`src/rtl/freq_divider_prog.sv`:
```
// Runtime-programmable clock-enable divider: 50 % square wave plus a
// one-cycle terminal-count strobe. New half-period values are held in a
// shadow register until a period boundary, so the output never glitches.
module freq_divider_prog #(
    parameter int unsigned WIDTH       = 26,
    parameter int unsigned DEFAULT_DIV = 62499999
) (
    input  logic             clk,
    input  logic             reset,
    input  logic             en,
    input  logic             sync,
    input  logic [WIDTH-1:0] div_val,
    input  logic             div_load,
    output logic             out,
    output logic             tick,
    output logic             pending,
    output logic [WIDTH-1:0] cur_div
);

    localparam logic [WIDTH-1:0] DIV_RST = WIDTH'(DEFAULT_DIV);

    logic [WIDTH-1:0] counter;
    logic [WIDTH-1:0] shadow;
    logic             terminal;

    // Terminal count: end of the current half-period while counting.
    always_comb begin
        terminal = en && (counter == cur_div);
    end

    // Counter, outputs and reload handling; priority is
    // reset > sync > load/apply > count.
    always_ff @(posedge clk) begin
        if (reset) begin
            counter <= '0;
            out     <= 1'b0;
            tick    <= 1'b0;
            pending <= 1'b0;
            cur_div <= DIV_RST;
            shadow  <= DIV_RST;
        end else if (sync) begin
            // Phase restart; a coincident load is still captured for later.
            counter <= '0;
            out     <= 1'b0;
            tick    <= 1'b0;
            if (div_load) begin
                shadow  <= div_val;
                pending <= 1'b1;
            end
        end else if (!en) begin
            // While frozen there is no period to protect, so a new value
            // takes effect at once and the counter restarts from zero; this
            // keeps counter <= cur_div at all times.
            tick <= 1'b0;
            if (div_load) begin
                cur_div <= div_val;
                shadow  <= div_val;
                counter <= '0;
                pending <= 1'b0;
            end else if (pending) begin
                cur_div <= shadow;
                counter <= '0;
                pending <= 1'b0;
            end
        end else if (terminal) begin
            counter <= '0;
            out     <= ~out;
            tick    <= 1'b1;
            if (div_load) begin
                cur_div <= div_val;
                shadow  <= div_val;
                pending <= 1'b0;
            end else if (pending) begin
                cur_div <= shadow;
                pending <= 1'b0;
            end
        end else begin
            counter <= counter + WIDTH'(1);
            tick    <= 1'b0;
            if (div_load) begin
                shadow  <= div_val;
                pending <= 1'b1;
            end
        end
    end

endmodule
```
`config.mk`:
```
export PLATFORM = sky130hd
export DESIGN_NAME = freq_divider_prog
export DESIGN_NICKNAME = d
export VERILOG_FILES = /design/src/rtl/freq_divider_prog.sv
export SDC_FILE = /design/constraint.sdc
export NUM_CORES = 1
export LEC_CHECK = 0
export ABC_AREA = 1
export BUFFER_PORTS_ARGS = -buffer_cell sky130_fd_sc_hd__buf_2
export CAP_MARGIN = 25
export CORE_MARGIN = 2
export CORE_UTILIZATION = 30
export CTS_CLUSTER_DIAMETER = 80
export DETAILED_ROUTE_END_ITERATION = 12
export PLACE_DENSITY = 0.53
export RECOVER_POWER = 50
export SLEW_MARGIN = 30
export SYNTH_ARGS = -nofsm -noshare
export SYNTH_HDL_FRONTEND = slang
export SYNTH_SLANG_ARGS = --single-unit
```
`constraint.sdc`:
```
create_clock -name clk -period 1.79 [get_ports clk]
set_clock_uncertainty 0.05 [all_clocks]
set_input_delay 0.179 -clock clk [delete_from_list [all_inputs] [get_ports clk]]
set_output_delay 0.179 -clock clk [all_outputs]
set_load 0.01 [all_outputs]
```
==> flow_summary.ini <==
[clocking]
cts_tree = done
htree_levels = 3
cts_buffers = 9
clock_sinks = 81
cts_root_buf = clkbuf_16
cts_hold_buf = 0
clk_pin_slew_ps = 60
clk_latency_ps = 340
clockBufferDepth = 2

[setup_path]
cp-start-kind = flop
r2r-start = counter[7]$_SDFFE_PP0P_
crit_type = reg -> reg
crit_chain = inv_2 -> nand2_1 -> nand2_2 -> nor2_4 -> nand3_2 -> nor2_4 -> nand3_4 -> buf_4 -> a21oi_1 -> nor3_1
crit_start = counter[7]$_SDFFE_PP0P_
cp_max_fo = 15
crit_path_max_incr_delay_ps = 360
crit_path_frequent_cell = nor2_4
worstPathArrival_ps = 1920
endpoint_kind = flop
slowest_stage = dfxtp_2
worstPathRequired_ps = 1970

[global_routing]
antenna_found_initial = 0
grt_use_total = 0.163
first_global_vias = 3727
grt_overflow = 0
grt_start_max_net_pins = 39
grt_first_pass_wirelength_mm = 18.5

[power]
p_leak_nw = 2.27
p_per_area_nw_per_um2 = 792
peakVddDrop_mv = 0.414

[floorplanning]
dieHeight_um = 119
io_pins = 60
core_um2 = 13100
die_w_um = 119
start_util = 0.303
dieArea_um2 = 14200
num_rows = 42

[synth]
synth-async-reset-ratio = 0
synth_nets = 620
ys_warn_count = 0
ys_seq_elements = 81
synth_seq_area_share = 0.409
dominantRegCellSynth = dfxtp_1
syn_area_um2 = 3970
synth.distinct_cells = 27
synth_edf_count = 0
syn_avg_cell_area_um2 = 6.75
synthCells = 588

[timing]
rsz0062_at_grt = yes
drv_slew = 0
fin_crit_ps = 1730
setup_tns_ps = 0
finalCritPeriodShare = 0.967
worst_pin_slew_ps = 503
setup_violations = 0
fmax_mhz = 578
maxSlewHeadroom = 0.665
hold_violations = 0

[drt]
drt_iter0_markers = 188
drt_wl_total_mm = 11.4
drc_errors = 0
viasPerCell = 4.61
vias = 3952
dr.pass1.iters = 6
wl_per_cell_um = 13.3
antenna_left = 0

[finish]
area_delta_synth_final_pct = 29.5
most-common-layout-cells = nand2_1 (176), nor2_1 (74), nand3_1 (72), dfxtp_1 (59)
final_nets = 708
final_layout_size_suffix_gt1_frac = 0.225
fin_cells = 857
num_antenna_cells = 0
final_common_cell = nand2_1
design_area_um2 = 5140
final_util = 0.393

[place]
post-place-cells = 836
portBuffers = 59
dp_hpwl_mm = 8.56
postPlaceCellArea_um2 = 4650
finalWeightedCongestion = 0.896

[min_path]
min_path_type = in -> reg
hold_path.startpoint = div_val[25]

[flow_run]
cap_violations = 0

[status]
outcome = completed
## metrics by stage
step / hold slack [ps] / setup slack [ps] / power, mW
after global placement: 363 / -130 / 2.42
after detailed placement: 365 / -165 / 2.42
after global routing: 29.2 / -7.97 / 4.25
after floorplan: 269 / 161 / 2.24
after CTS: 12.2 / 8.73 / 4.09
final: 17.7 / 58.8 / 4.07
## registers in the layout (all words and copies together), names as in the netlist
signal / cells
counter: 26
cur_div: 26
shadow: 26
out: 1
pending: 1
tick: 1
## power breakdown
part / switching (mW) / total [mW] / internal (mW)
clock: 0.741 / 1.66 / 0.923
combinational: 0.284 / 0.471 / 0.187
sequential: 0.0581 / 1.93 / 1.88
## path summary, 6_finish.rpt
kind / slack, ps / cells after the start / to
worst min-delay path: 20 / 3 / shadow[25]$_SDFFE_PP1P_
worst max register to register: 60 / 10 / counter[9]$_SDFFE_PP0P_
worst max-delay path: 60 / 10 / counter[9]$_SDFFE_PP0P_
worst min register to register: 400 / 2 / shadow[2]$_SDFFE_PP1P_
## Yosys cell counts (3+ instances only)
| cell | count | area (µm²) |
|---|---|---|
| clkbuf_1 | 8 | 30.0 |
| nor2_2 | 4 | 25.0 |
| mux2i_1 | 9 | 90.1 |
| o21ai_0 | 7 | 35.0 |
| nor3_1 | 7 | 35.0 |
| nand2_1 | 182 | 683 |
| xor2_1 | 20 | 175 |
| nand4_1 | 11 | 68.8 |
| nor2_1 | 81 | 304 |
| inv_2 | 5 | 18.8 |
| buf_1 | 3 | 11.3 |
| buf_6 | 4 | 45.0 |
| nand3_1 | 78 | 390 |
| dfxtp_1 | 81 | 1620 |
| inv_1 | 41 | 154 |
| buf_2 | 6 | 30.0 |
| a21oi_1 | 26 | 130 |
## cell families (layout without fill, tap and decap cells)
family / count (synthesis) / in the layout / share of synthesized area
AND/OR/NAND/NOR: 369 / 370 / 0.394
flip-flops: 81 / 81 / 0.409
buffers and inverters: 71 / 163 / 0.0785
AO/OA/AOI/OAI: 35 / 35 / 0.0448
XOR/XNOR: 22 / 22 / 0.0486
multiplexers: 9 / 9 / 0.0227
adder cells (fa/ha/maj): 1 / 1 / 0.00315
## layer usage
| metal | global-route usage | wire (µm) |
|---|---|---|
| met3 | 0.0268 | 444 |
| met5 | 0 | 0 |
| met1 | 0.207 | 5150 |
| met4 | 0.0618 | 233 |
| met2 | 0.278 | 5570 |
## area by class of cell
| class | instances | area [µm²] |
|---|---|---|
| Clock buffer | 9 | 225 |
| Sequential cell | 81 | 1670 |
| Inverter | 48 | 180 |
| Timing Repair Buffer | 99 | 634 |
| Clock inverter | 7 | 37.5 |
| Fill cell | 1376 | 7950 |
| Tap cell | 176 | 220 |
| Multi-Input combinational cell | 437 | 2170 |
## repair_timing
item                       4_1_cts  5_1_grt
resized for setup                8       56
pin swaps                        0       12
setup endpoints to repair       47       53
hold endpoints to repair         0        0
buffers inserted                 0        2
gates cloned                     0        3
## critical path: cells and delay by family, from the launching register on
kind                   cells  cell delay [ps]
AND/OR/NAND/NOR            7              750
AO/OA/AOI/OAI              1              190
flip-flops                 1              360
buffers and inverters      2              270
Note: power is estimated with default switching activity, not from simulation.
